$ cat config.mk
export PLATFORM = sky130hd
export DESIGN_NAME = disc_drop_grid
export DESIGN_NICKNAME = d
export VERILOG_FILES = /design/src/rtl/connect4_pkg.sv /design/src/rtl/drop_fall_timer.sv /design/src/rtl/disc_drop_grid.sv
export SDC_FILE = /design/constraint.sdc
export NUM_CORES = 1
export LEC_CHECK = 0
export ABC_AREA = 0
export ABC_CLOCK_PERIOD_IN_PS = 4520
export CAP_MARGIN = 20
export CORE_UTILIZATION = 35
export DETAILED_ROUTE_END_ITERATION = 8
export DONT_BUFFER_PORTS = 1
export PLACE_DENSITY = 0.53
export SLEW_MARGIN = 40
export SYNTH_ARGS = -nofsm -noshare
export SYNTH_HDL_FRONTEND = slang
export SYNTH_SLANG_ARGS = --single-unit
$ cat constraint.sdc
create_clock -name clk -period 4.52 [get_ports clk]
set_clock_uncertainty 0.1 [all_clocks]
set_input_delay 0 -clock clk [delete_from_list [all_inputs] [get_ports clk]]
set_output_delay 0 -clock clk [all_outputs]
set_load 0.01 [all_outputs]
$ cat src/rtl/connect4_pkg.sv
// connect4_pkg
// Shared constants, types and helpers for the disc-drop game grid.
//   ROWS, COLS      : grid geometry (row 0 = bottom)
//   drop_state_t    : drop controller states
//   player_t        : whose turn it is
//   onehot_to_index : column_select decode to index plus one-hot valid flag
package connect4_pkg;

  localparam int ROWS  = 6;
  localparam int COLS  = 7;
  localparam int COL_W = $clog2(COLS);

  typedef enum logic [1:0] {
    IDLE = 2'd0,
    FALL = 2'd1,
    LAND = 2'd2
  } drop_state_t;

  typedef enum logic {
    PLAYER_RED   = 1'b0,
    PLAYER_GREEN = 1'b1
  } player_t;

  typedef struct packed {
    logic             valid;
    logic [COL_W-1:0] index;
  } col_sel_t;

  // valid is set only when exactly one bit of sel is high.
  function automatic col_sel_t onehot_to_index(input logic [COLS-1:0] sel);
    col_sel_t    r;
    int unsigned ones;
    r    = '0;
    ones = 0;
    for (int i = 0; i < COLS; i++) begin
      if (sel[i]) begin
        ones    = ones + 1;
        r.index = COL_W'(i);
      end
    end
    r.valid = (ones == 1);
    return r;
  endfunction

endpackage

$ cat src/rtl/drop_fall_timer.sv
// drop_fall_timer
// Per-row dwell timer for the falling disc. Counts 0..FALL_TICKS-1 while
// enable is high and pulses tick on the terminal count, then wraps.
//   clk    : system clock
//   reset  : asynchronous active-low reset
//   clear  : synchronous restart of the count (wins over enable)
//   enable : count this cycle
//   tick   : terminal-count pulse (combinational from count and enable)
module drop_fall_timer #(
  parameter int FALL_TICKS = 4
) (
  input  logic clk,
  input  logic reset,
  input  logic clear,
  input  logic enable,
  output logic tick
);

  localparam int CW = (FALL_TICKS > 1) ? $clog2(FALL_TICKS) : 1;
  localparam logic [CW-1:0] LAST = CW'(FALL_TICKS - 1);

  logic [CW-1:0] cnt;

  always_ff @(posedge clk or negedge reset) begin
    if (!reset) begin
      cnt <= '0;
    end else if (clear) begin
      cnt <= '0;
    end else if (enable) begin
      cnt <= (cnt == LAST) ? '0 : cnt + CW'(1);
    end
  end

  assign tick = enable && !clear && (cnt == LAST);

endmodule

$ cat src/rtl/disc_drop_grid.sv
// disc_drop_grid
// Game grid: takes one-hot column drop requests, animates the disc falling
// one row per FALL_TICKS cycles, commits it for the current player and
// toggles the turn.
//   clk, reset          : clock, asynchronous active-low reset
//   column_select       : one-hot drop request pulse (all-zero = none)
//   lock                : game over, requests ignored silently
//   red_board/green_board : disc bitmaps, bit r*COLS+c
//   turn                : 0 = red to move, 1 = green
//   busy                : a drop is in progress (state != IDLE)
//   falling_valid/row/col : falling disc position during FALL
//   drop_done           : one-cycle pulse in LAND
//   invalid             : one-cycle pulse after a rejected request
//   board_full          : every cell is occupied
//   state_dbg           : current controller state (drop_state_t encoding)
//
// Request handshake: column_select is a fire-and-forget pulse with no ready.
// It is evaluated only while busy == 0 and lock == 0; at any other time it is
// dropped without a response. An evaluated request answers with exactly one
// of: a completed drop (busy high, ending in drop_done) or an invalid pulse.
module disc_drop_grid #(
  parameter int ROWS       = connect4_pkg::ROWS,
  parameter int COLS       = connect4_pkg::COLS,
  parameter int FALL_TICKS = 4
) (
  input  logic                     clk,
  input  logic                     reset,
  input  logic [COLS-1:0]          column_select,
  input  logic                     lock,
  output logic [ROWS*COLS-1:0]     red_board,
  output logic [ROWS*COLS-1:0]     green_board,
  output logic                     turn,
  output logic                     busy,
  output logic                     falling_valid,
  output logic [$clog2(ROWS)-1:0]  falling_row,
  output logic [$clog2(COLS)-1:0]  falling_col,
  output logic                     drop_done,
  output logic                     invalid,
  output logic                     board_full,
  output logic [1:0]               state_dbg
);

  import connect4_pkg::*;

  localparam int CELLS = ROWS * COLS;
  localparam int RW    = $clog2(ROWS);
  localparam int CW    = $clog2(COLS);
  localparam int HW    = $clog2(ROWS + 1);
  localparam int NW    = $clog2(CELLS + 1);
  localparam int BW    = $clog2(CELLS);

  drop_state_t   state;
  player_t       turn_q;
  logic [HW-1:0] height [COLS];
  logic [NW-1:0] disc_count;
  logic [RW-1:0] target;

  col_sel_t         req;
  logic             req_present;
  logic             req_bad;
  logic             accept;
  logic [HW-1:0]    req_height;
  logic [BW-1:0]    land_idx;
  logic [CELLS-1:0] land_mask;
  logic             tick;

  always_comb begin
    req         = onehot_to_index(column_select);
    req_present = |column_select;
    req_height  = height[req.index];
    req_bad     = !req.valid || board_full || (req_height == HW'(ROWS));
    accept      = (state == IDLE) && req_present && !lock && !req_bad;
    land_idx    = BW'(target) * BW'(COLS) + BW'(falling_col);
    land_mask   = CELLS'(1) << land_idx;
  end

  // Restarted on accept so the first row gets its full dwell time.
  drop_fall_timer #(
    .FALL_TICKS (FALL_TICKS)
  ) u_timer (
    .clk    (clk),
    .reset  (reset),
    .clear  (accept),
    .enable (state == FALL),
    .tick   (tick)
  );

  always_ff @(posedge clk or negedge reset) begin
    if (!reset) begin
      state         <= IDLE;
      turn_q        <= PLAYER_RED;
      red_board     <= '0;
      green_board   <= '0;
      for (int c = 0; c < COLS; c++) height[c] <= '0;
      disc_count    <= '0;
      target        <= '0;
      busy          <= 1'b0;
      falling_valid <= 1'b0;
      falling_row   <= '0;
      falling_col   <= '0;
      drop_done     <= 1'b0;
      invalid       <= 1'b0;
      board_full    <= 1'b0;
    end else begin
      drop_done <= 1'b0;
      invalid   <= 1'b0;
      case (state)
        IDLE: begin
          if (req_present && !lock) begin
            if (req_bad) begin
              invalid <= 1'b1;
            end else begin
              falling_col   <= CW'(req.index);
              target        <= RW'(req_height);
              falling_row   <= RW'(ROWS - 1);
              falling_valid <= 1'b1;
              busy          <= 1'b1;
              state         <= FALL;
            end
          end
        end
        FALL: begin
          if (tick) begin
            if (falling_row == target) begin
              falling_valid <= 1'b0;
              drop_done     <= 1'b1;
              state         <= LAND;
            end else begin
              falling_row <= falling_row - RW'(1);
            end
          end
        end
        LAND: begin
          if (turn_q == PLAYER_RED) red_board   <= red_board | land_mask;
          else                      green_board <= green_board | land_mask;
          if (height[falling_col] != HW'(ROWS))
            height[falling_col] <= height[falling_col] + HW'(1);
          disc_count <= disc_count + NW'(1);
          board_full <= ((disc_count + NW'(1)) == NW'(CELLS));
          turn_q     <= (turn_q == PLAYER_RED) ? PLAYER_GREEN : PLAYER_RED;
          busy       <= 1'b0;
          state      <= IDLE;
        end
        default: state <= IDLE;
      endcase
    end
  end

  assign turn      = turn_q;
  assign state_dbg = state;

endmodule

# ---- Yosys cells after proc, flatten, opt, wreduce, memory -nomap -nowiden
# Cells that the tools add are included.
dict set report totals {
  ff_bits 130
  inputBits 10
  out_inout_bits 98
}
dict set report op_classes {
  add_sub_neg 11
  mul 1
  n_lt_le_gt_ge 3
  n_eq_ne 13
  shifts 1
  n_mux 48
  n_bitwise 6
  reduce_logical 26
}
# cell count
set ops {}
lappend ops {{$add 32x1->32 const B} 6}
lappend ops {{$mux 32} 6}
lappend ops {{$or 42x42->42} 2}
lappend ops {{$mux 3} 14}
lappend ops {{$shl 1x6->42 const A} 1}
lappend ops {{$eq 32x1->1 const B} 1}
lappend ops {{$bwmux 21} 1}
lappend ops {{$bmux 3 s3} 2}
lappend ops {{$mux 2} 7}
lappend ops {{$mux 1} 13}
lappend ops {{$reduce_and 5->1} 2}
lappend ops {{$demux 3 s3} 1}
lappend ops {{$ge 4x4->1 const B} 2}
lappend ops {{$ne 2x2->1 const B} 4}
lappend ops {{$not 3->4} 2}
lappend ops {{$logic_and 1x1->1} 7}
lappend ops {{$reduce_or 7->1} 1}
lappend ops {{$add 6x1->6 const B} 1}
lappend ops {{$add 6x3->6} 1}
lappend ops {{$eq 6x6->1 const B} 1}
lappend ops {{$mul 3x3->6 const B} 1}
lappend ops {{$pmux 3 s2} 1}
lappend ops {{$reduce_and 2->1} 3}
lappend ops {{$reduce_and 3->1} 2}
lappend ops {{other kinds (18)} 27}

# ---- Longest topological paths before layout
# Gate-level depths: netlist of the first run.
dict set report logic_depth {
  ltp_word 24
  ltp_mapped 20
  ltp_nobuf 20
}

# ---- Modules after synthesis
# From an unflattened synthesis of the first run, not the netlist that was laid out.
dict set report hier_totals {
  hier_cells 540
  hier_area_um2 6167.2
}
# module n_inst cells_per_inst area_each_um2 seq_area_each_um2
set by_module_without_submodules {}
lappend by_module_without_submodules {disc_drop_grid 1 530 6059.6 3203.1}
lappend by_module_without_submodules {drop_fall_timer 1 10 107.6 50.0}

# ---- Worst setup path before layout of the first run
# No wires, ideal clock.
dict set report synth_timing {
  kind {input -> register}
  startpoint {input port column_select[0]}
  endpoint {register target[0]}
  arrival_time_ps 3558
  t_required_ps 4295
  setup_slack_ps 737
  cell_stages 18
  path_buffers 0
  path_cell_list {inv_1 -> ha_1 -> xnor2_2 -> inv_1 -> ha_1 -> nor2b_1 -> a31oi_1 -> ha_1 -> a21oi_1 -> inv_1 -> ha_1 -> nor2b_1 -> nor2_1 -> ha_1 -> a221o_1 -> and3_1 -> nor4_4 -> mux2_2}
}
dict set report synth_between {
  elab_chain_cells 19
}
# item line_no
set synth_rtl {}
lappend synth_rtl {{start: declaration} disc_drop_grid.sv:28} ;# input logic [COLS-1:0] column_select,
lappend synth_rtl {{$mux 1} connect4_pkg.sv:36} ;# if (sel[i]) begin
lappend synth_rtl {{$add 32x1->32} connect4_pkg.sv:37} ;# ones = ones + 1;
lappend synth_rtl {{$mux 32} connect4_pkg.sv:36}
lappend synth_rtl {{$add 32x1->32} connect4_pkg.sv:37}
lappend synth_rtl {{$mux 32} connect4_pkg.sv:36}
lappend synth_rtl {{$add 32x1->32} connect4_pkg.sv:37}
lappend synth_rtl {{$mux 32} connect4_pkg.sv:36}
lappend synth_rtl {{$add 32x1->32} connect4_pkg.sv:37}
lappend synth_rtl {{[... 2 more ...]} n/a}
lappend synth_rtl {{$mux 32} connect4_pkg.sv:36}
lappend synth_rtl {{$add 32x1->32} connect4_pkg.sv:37}
lappend synth_rtl {{$mux 32} connect4_pkg.sv:36}
lappend synth_rtl {{$eq 32x1->1} connect4_pkg.sv:41} ;# r.valid = (ones == 1);
lappend synth_rtl {{$logic_not 1->1} disc_drop_grid.sv:71} ;# req_bad = !req.valid || board_full || (req_height == HW'(ROWS));
lappend synth_rtl {{$logic_or 1x1->1 (2 in series)} disc_drop_grid.sv:71}
lappend synth_rtl {{$not 1->1 (no line)} n/a}
lappend synth_rtl {{$reduce_and 3->1 (no line) *} n/a}
lappend synth_rtl {{end signal: assignment} disc_drop_grid.sv:114} ;# target <= RW'(req_height);
lappend synth_rtl {{end: declaration} disc_drop_grid.sv:56} ;# logic [RW-1:0] target;
# Every way passes the cells marked *; elsewhere a longest branch is shown, timed or not.
# A chain may end at the register's enable or synchronous reset.

# ---- Worst setup path after layout of the first run
dict set report layout_timing {
  startpoint {register target[0]}
  endpoint {register green_board[39]}
}
dict set report layout_between {
  elab_chain_cells 4
}
# item line_no
set layout_rtl {}
lappend layout_rtl {{$mul 3x3->6} disc_drop_grid.sv:73} ;# land_idx = BW'(target) * BW'(COLS) + BW'(falling_col);
lappend layout_rtl {{$add 6x3->6} disc_drop_grid.sv:73}
lappend layout_rtl {{$shl 1x6->42} disc_drop_grid.sv:74} ;# land_mask = CELLS'(1) << land_idx;
lappend layout_rtl {{$or 42x42->42} disc_drop_grid.sv:135} ;# else green_board <= green_board | land_mask;
lappend layout_rtl {{end signal: assignment} disc_drop_grid.sv:135}
lappend layout_rtl {{end: declaration} disc_drop_grid.sv:31} ;# output logic [ROWS*COLS-1:0] green_board,
# Every way passes these cells.

==> results of run 1 <==
cell usage in the layout, fill, tap and decap left out, types with 3 or more instances in the layout:
master / synthesis / layout
mux2_2: 16 / 16
nand3_1: 8 / 8
buf_4: 0 / 5
nor2_1: 33 / 33
a21o_1: 56 / 56
dfrtp_1: 130 / 130
inv_6: 0 / 4
ha_1: 22 / 22
a21oi_1: 15 / 15
nand2_1: 43 / 43
a31oi_1: 4 / 4
inv_1: 32 / 32
clkinvlp_4: 0 / 3
nor2b_1: 9 / 9
nand3b_1: 3 / 3
mux2i_1: 9 / 9
a211oi_1: 6 / 6
and2_1: 7 / 7
xnor2_1: 11 / 10
nand2b_1: 6 / 6
or3_1: 3 / 3
o21ai_0: 15 / 15
nor3_1: 12 / 12
bufinv_16: 0 / 3
and3_1: 5 / 5
o22ai_1: 4 / 4
clkbuf_16: 0 / 17
o211ai_1: 4 / 4
o21bai_1: 30 / 30
xor2_1: 8 / 8
fa_1: 4 / 4
dlygate4sd3_1: 0 / 10
power breakdown:
group	internal, uW	switching, uW
clock network	876	533
logic	473	930
registers	1270	196
total	2620	1660
how the worst min path moves through the flow:
stage               slack (ns)  depth (start not counted)        startpoint                          to
floorplan                -0.40                          0             reset      board_full$_DFFE_PN0P_
global placement         -0.39                          0             reset    red_board[6]$_DFFE_PN0P_
detailed placement       -0.39                          0             reset    red_board[2]$_DFFE_PN0P_
CTS                      0.004                          3  column_select[3]  falling_col[1]$_DFFE_PN0P_
global route              0.04                          3  column_select[3]  falling_col[1]$_DFFE_PN0P_
finish                    0.02                          3  column_select[3]  falling_col[1]$_DFFE_PN0P_
what timing repair did:
item,4_1_cts,5_1_grt
hold buffers,11,0
hold endpoints to repair,136,0
resized for setup,0,0
stage by stage:
step	instance area [um2]	util	worst slack [ns]
floorplan	6140	-	0.737
global placement	6380	0.370	0.644
detailed placement	6380	0.370	0.530
CTS	7120	0.413	0.606
global route	7130	0.413	0.562
finish	7130	0.413	0.830
worst max-delay path: stages (launching register included):
cell and delay (ns):
dfrtp_1 0.47, fa_1 0.56, inv_1 0.05, fa_1 0.56, inv_1 0.06, ha_1 0.28, a21o_1 0.18, a21oi_1 0.17
xnor2_1 0.13, nor2_1 0.59, nand2_1 0.28, o21bai_1 0.19
sequential cells by signal, summed over array words and instances, names as in the netlist:
name,cells
board_full,1
red_board,42
u_timer.cnt,2
falling_col,3
green_board,42
state_dbg,2
disc_count,6
target,3
height,21
busy,1
drop_done,1
falling_row,3
invalid,1
falling_valid,1
turn,1
kinds of logic (layout without fill, tap and decap cells):
kind of cell / after synthesis / after routing / synth area share
buffers and inverters: 47 / 80 / 0.0318
adders and majority gates: 26 / 26 / 0.0579
and+or+nand+nor: 141 / 141 / 0.115
muxes: 27 / 27 / 0.0513
xor gates and xnor gates: 21 / 21 / 0.0334
DFF: 130 / 130 / 0.530
AOI/OAI and AO/OA: 153 / 153 / 0.181
synth_stat cells, drive strengths merged (4+ instances only):
master     n  area, um2
dfrtp    130       3250
a21o      56        420
nand2     43        161
nor2      34        130
inv       32        120
o21bai    30        225
ha        22        275
mux2      16        180
o21ai     16       80.1
a21oi     15       75.1
nor3      12       60.1
xnor2     12        113
clkbuf     9       33.8
mux2i      9       90.1
nor2b      9       56.3
nand3      8       40.0
xor2       8       70.1
and2       7       43.8
nand2b     7       51.3
a211oi     6       45.0
buf        6       41.3
and3       5       31.3
a2111oi    4       60.1
a31oi      4       25.0
fa         4       80.1
o211ai     4       30.0
o22ai      4       25.0
layer usage:
| metal | global-route usage | vias up |
|---|---|---|
| li1 | - | 1959 |
| met1 | 0.226 | 2171 |
| met2 | 0.282 | 103 |
| met3 | 0.0420 | 14 |
| met4 | 0.0612 | 0 |
| met5 | 0 | - |
cell type report:
cell class,instances,area share
flip-flops and latches,130,0.456
multi-input cells,368,0.379
clock buffers,18,0.0602
well taps,225,0.0395
clock inverters,14,0.0249
repair buffers,16,0.0232
inverters,32,0.0169
==> results.py, run 1 <==
metrics = {
    "outcome": {
        "status": "completed",
    },
    "detailed_routing": {
        "vias": 4247,
        "top_layer": "met4",
        "wl_um": 14900,
        "drc": 0,
        "via_per_inst": 5.29,
        "wl_met3_um": 863,
        "drt_iter0_drc": 274,
        "wl_met1_um": 6510,
        "wire_per_inst_um": 18.6,
        "dr_wl_met2_um": 7410,
        "dr.pass1.iters": 6,
        "ant_nets": 0,
    },
    "worst_setup_path": {
        "crit_end": "green_board[39]$_DFFE_PN0P_",
        "critPathKind": "flop to flop",
        "critPathLaunch": "target[0]$_DFFE_PN0P_",
        "crit_fanout": 10,
        "crit_arrival_ns": 3.92,
        "reg2reg_depth": 11,
        "r2r-end": "green_board[39]$_DFFE_PN0P_",
        "crit_required_ns": 4.75,
        "cp-end-kind": "flop",
        "r2r-start": "target[0]$_DFFE_PN0P_",
        "r2r_slack_ns": 0.83,
        "cp-start-kind": "flop",
    },
    "synth": {
        "async_flop_share": 1.00,
        "syn_nets": 581,
        "syn-mean-instance-area_um2": 11.3,
        "ys.warnings.count": 0,
        "ys_seq_area_frac": 0.530,
        "ys_types": 57,
        "synth_edf_count": 0,
        "synth_ff_type": "dfrtp_1",
        "netlist_area_mm2": 0.00614,
        "synth_cells": 545,
        "ys_ff_latch": 130,
    },
    "sta": {
        "max_freq_mhz": 271,
        "worst_pin_slew_ns": 0.753,
        "setup-tns-final_ns": 0,
        "setup_violations": 0,
        "post-route-period-util": 0.816,
        "relSlewSlack": 0.497,
        "finalHoldViolations": 0,
        "whs_ns": 0.0243,
        "rsz0062_at_grt": "no",
        "drv_slew": 0,
        "finalCriticalPeriod_ns": 3.69,
    },
    "cts": {
        "tritoncts": "done",
        "postCtsSetupBuffers": 0,
        "cts_made_buffers": 17,
        "cts.sink_count": 130,
        "clkSlewWorstSetupHoldPaths_ns": 0.06,
        "h-tree-depth": 4,
        "clk_latency_ns": 0.41,
        "cts_buffer_depth": 2,
        "cts.root.buffer_cell": "clkbuf_16",
    },
    "final_layout": {
        "drive_above_1_share": 0.112,
        "fillers": 1612,
        "area_delta_synth_final_pct": 16.1,
        "ff_latch_area_mm2": 0.00325,
        "diodes": 0,
        "nNetsFinal": 601,
        "multi_input_area_mm2": 0.00270,
        "finalNonFillerCells": 803,
    },
    "run": {
        "drv_cap": 0,
    },
    "floorplanning": {
        "dieArea_mm2": 0.0181,
        "rows": 48,
        "coreArea_mm2": 0.0172,
        "io_pins": 108,
        "die_w_um": 134,
        "start_util": 0.356,
        "fp.dieH_um": 134,
    },
    "hold_path": {
        "min_path_type": "input port to flop",
    },
    "power": {
        "p_leak_uw": 0.00373,
        "totalPowerFinal_uw": 4280,
        "powerDensity_mw_per_mm2": 600,
        "ir_drop_uv": 405,
    },
    "placement": {
        "port-buffer-count": 0,
        "dp.cells": 760,
        "hpwl_um": 10600,
        "gp_congestion": 0.781,
    },
    "global_route": {
        "antenna_found_initial": 0,
        "grt_pass1_wl_um": 24100,
        "grt_pass1_vias": 4227,
        "grt.overflow.total": 0,
        "grtUsageTotal": 0.173,
        "grt_max_degree": 131,
    },
}
(Power assumes the default switching activity.)
==> run 2: changes to the inputs <==
--- a/config.mk
+++ b/config.mk
@@ -5,8 +5,8 @@
 export SDC_FILE = /design/constraint.sdc
 export NUM_CORES = 1
 export LEC_CHECK = 0
-export ABC_AREA = 0
-export ABC_CLOCK_PERIOD_IN_PS = 4520
+export ABC_AREA = 1
+export ABC_CLOCK_PERIOD_IN_PS = 3600
 export CAP_MARGIN = 20
 export CORE_UTILIZATION = 35
 export DETAILED_ROUTE_END_ITERATION = 8
==> constraint.sdc (replaced) <==
create_clock -name clk -period 3.6 [get_ports clk]
set_clock_uncertainty 0.1 [all_clocks]
set_input_delay 0 -clock clk [delete_from_list [all_inputs] [get_ports clk]]
set_output_delay 0 -clock clk [all_outputs]
set_load 0.01 [all_outputs]
==> run 2 against run 1 <==
Synthesized cell count grew 25%. Setup slack lost 0.55 ns. Final area grew 3.5%. Sequential power grew 34%. Clock power grew 25%. Die area grew 3.6%. Wire length grew 4.4%. Register-to-register slack lost 0.55 ns. Total power grew 34%. Critical endpoint is now green_board[35]$_DFFE_PN0P_.
==> results.py, run 2 <==
metrics = {
    "synth": {
        "synth_edf_count": 0,
        "synth_cells": 681,
        "synth_xor_xnor_area_share": 0.0175,
        "netlist_area_mm2": 0.00637,
        "synth_fa_ha_area_frac": 0.0558,
        "synth_compound_area_frac": 0.151,
        "async_flop_share": 1.00,
        "syn_nets": 717,
        "synth.area.mux_share": 0.00177,
        "yosysMostFrequentCell": "nand2_1",
        "ys.warnings.count": 0,
        "synth_common_cells": "139 x nand2_1, 130 x dfrtp_1, 85 x o21bai_1",
        "synth_top_area_frac": 0.511,
        "yosys.area_share.simple": 0.205,
        "synth_top_family_by_area": "simple AND/OR/NAND/NOR gates",
        "syn-mean-instance-area_um2": 9.35,
        "ys_types": 42,
        "ys_seq_area_frac": 0.511,
        "synthTopCellsByArea": "dfrtp_1 51%, o21bai_1 10%, nand2_1 8.2%",
        "synth_top_cell_by_area": "dfrtp_1",
        "synth_ff_type": "dfrtp_1",
        "ys_ff_latch": 130,
    },
    "worst_setup_path": {
        "crit_fanout": 8,
        "r2r_slack_ns": 0.28,
        "critPathLaunch": "target[2]$_DFFE_PN0P_",
        "path_cells": "fa_1, inv_1, fa_1, fa_1, nand3_1, nor2_1, nand2_1, o21bai_1",
        "crit_top_cell": "fa_1",
        "cp-start-kind": "flop",
        "r2r-start": "target[2]$_DFFE_PN0P_",
        "crit_path_top_delay_cell": "fa_1",
        "crit_end": "green_board[35]$_DFFE_PN0P_",
        "crit_required_ns": 3.84,
        "critPathKind": "flop to flop",
        "crit_arrival_ns": 3.56,
        "reg2reg_depth": 8,
        "max_stage_delay_ns": 0.75,
        "cp-end-kind": "flop",
        "r2r-end": "green_board[35]$_DFFE_PN0P_",
    },
    "sta": {
        "setup_violations": 0,
        "rsz0062_at_grt": "no",
        "finalHoldViolations": 0,
        "finalCriticalPeriod_ns": 3.32,
        "setup-tns-final_ns": 0,
        "whs_ns": 0.0226,
        "relSlewSlack": 0.562,
        "post-route-period-util": 0.921,
        "drv_slew": 0,
        "worst_pin_slew_ns": 0.657,
        "max_freq_mhz": 301,
    },
    "power": {
        "p_int_uw": 3400,
        "pwr-share-clk": 0.307,
        "ir_drop_uv": 332,
        "p_seq_frac": 0.340,
        "p_leak_uw": 0.00349,
        "p_sw_uw": 2360,
        "p_comb_frac": 0.354,
        "p_sw_frac": 0.410,
        "powerDensity_mw_per_mm2": 780,
        "totalPowerFinal_uw": 5750,
    },
    "floorplanning": {
        "io_pins": 108,
        "coreArea_mm2": 0.0175,
        "rows": 48,
        "die_w_um": 137,
        "start_util": 0.363,
        "fp.dieH_um": 137,
        "dieArea_mm2": 0.0187,
    },
    "global_route": {
        "grt_pass1_vias": 4903,
        "grtUsageTotal": 0.180,
        "antenna_found_initial": 0,
        "grt.overflow.total": 0,
        "grt_max_degree": 131,
        "grt_pass1_wl_um": 25700,
    },
    "detailed_routing": {
        "drc": 0,
        "wl_um": 15600,
        "dr.pass1.iters": 4,
        "vias": 4772,
        "ant_nets": 0,
        "via_per_inst": 5.08,
        "drt_iter0_drc": 277,
        "wire_per_inst_um": 16.6,
    },
    "final_layout": {
        "reg_top3": "green_board x42, red_board x42, height x21",
        "final_common_cell": "nand2_1",
        "diodes": 0,
        "fin_area_mm2": 0.00738,
        "area_delta_synth_final_pct": 15.8,
        "nNetsFinal": 737,
        "drive_above_1_share": 0.125,
        "final_cell_mix": "139 x nand2_1, 130 x dfrtp_1, 85 x o21bai_1",
    },
    "hold_path": {
        "min_path_type": "input port to flop",
        "min_from": "column_select[4]",
    },
    "cts": {
        "clkSlewWorstSetupHoldPaths_ns": 0.06,
        "tritoncts": "done",
        "h-tree-depth": 4,
        "cts_made_buffers": 17,
        "cts_buffer_depth": 2,
        "postCtsSetupBuffers": 0,
        "cts.sink_count": 130,
        "cts.root.buffer_cell": "clkbuf_16",
        "clk_latency_ns": 0.43,
    },
    "placement": {
        "port-buffer-count": 0,
        "gp_congestion": 0.941,
        "place_area_mm2": 0.00664,
        "hpwl_um": 11100,
    },
    "outcome": {
        "status": "completed",
    },
    "run": {
        "drv_cap": 0,
    },
}
run 2: cell count changes in the layout (fill, tap and decap cells not counted), moves of 11 or more:
cell      change
nand2_1      +96
a21oi_1      -11
nand3_1      +55
inv_1        +37
a21o_1       -56
o21bai_1     +55
mux2_2       -15
o21ai_1      +14
run 2: critical path: cells and delay by family (launching register included):
family	cells	cell delay (ns)
flops	1	0.47
buf+inv	1	0.05
compound gates	1	0.16
simple gates	3	0.67
fa+ha+maj	3	1.78
run 2: layout make-up:
cell class              count  area, um2
inverters                  78        293
multi-input cells         457       2770
flip-flops and latches    130       3250
clock buffers              18        439
clock inverters            14        169
repair buffers             17        168
well taps                 225        282
fillers                  1734      10200
run 2: how the worst min path moves through the flow:
stage | end | slack, ns | cells past startpoint
after floorplan | board_full$_DFFE_PN0P_ | -0.40 | 0
after global placement | disc_count[3]$_DFFE_PN0P_ | -0.39 | 0
after detailed placement | disc_count[3]$_DFFE_PN0P_ | -0.39 | 0
after CTS | target[2]$_DFFE_PN0P_ | 0.007 | 6
after global routing | target[2]$_DFFE_PN0P_ | 0.07 | 6
final | target[2]$_DFFE_PN0P_ | 0.02 | 6
run 2: power groups by stage:
stage	Combinational [uW]	Clock, uW	Sequential, uW
2_1_floorplan	1460	0	1890
3_3_place_gp	1920	0	1980
3_5_place_dp	1970	0	1980
4_1_cts	2020	1810	1960
5_1_grt	2320	1880	1980
6_report	2040	1760	1950
run 2: kinds of logic (layout without fill, tap and decap cells):
| family | count (synthesis) | after routing |
|---|---|---|
| compound gates | 136 | 136 |
| xor+xnor | 11 | 11 |
| fa+ha+maj | 26 | 26 |
| buf+inv | 94 | 127 |
| flops | 130 | 130 |
| mux | 1 | 1 |
| simple gates | 283 | 283 |
run 2: per-stage QoR:
step                utilization  setup WS (ns)  std cells
floorplan                     -          0.249        681
global placement          0.378          0.110        898
detailed placement        0.379         0.0234        898
CTS                       0.420          0.250        939
global route              0.421         0.0773        939
finish                    0.421          0.283        939
run 2: repair_timing:
item	CTS	global route
resized for setup	0	3
hold buffers	9	0
hold endpoints to repair	143	0
setup endpoints to repair	0	6
run 2: per-layer routing:
metal	up-vias	share of wire	track usage
met1	2352	0.45	0.231
met2	103	0.48	0.290
li1	2298	-	-
met4	0	0.017	0.0678
met5	-	0	0
met3	19	0.054	0.0485
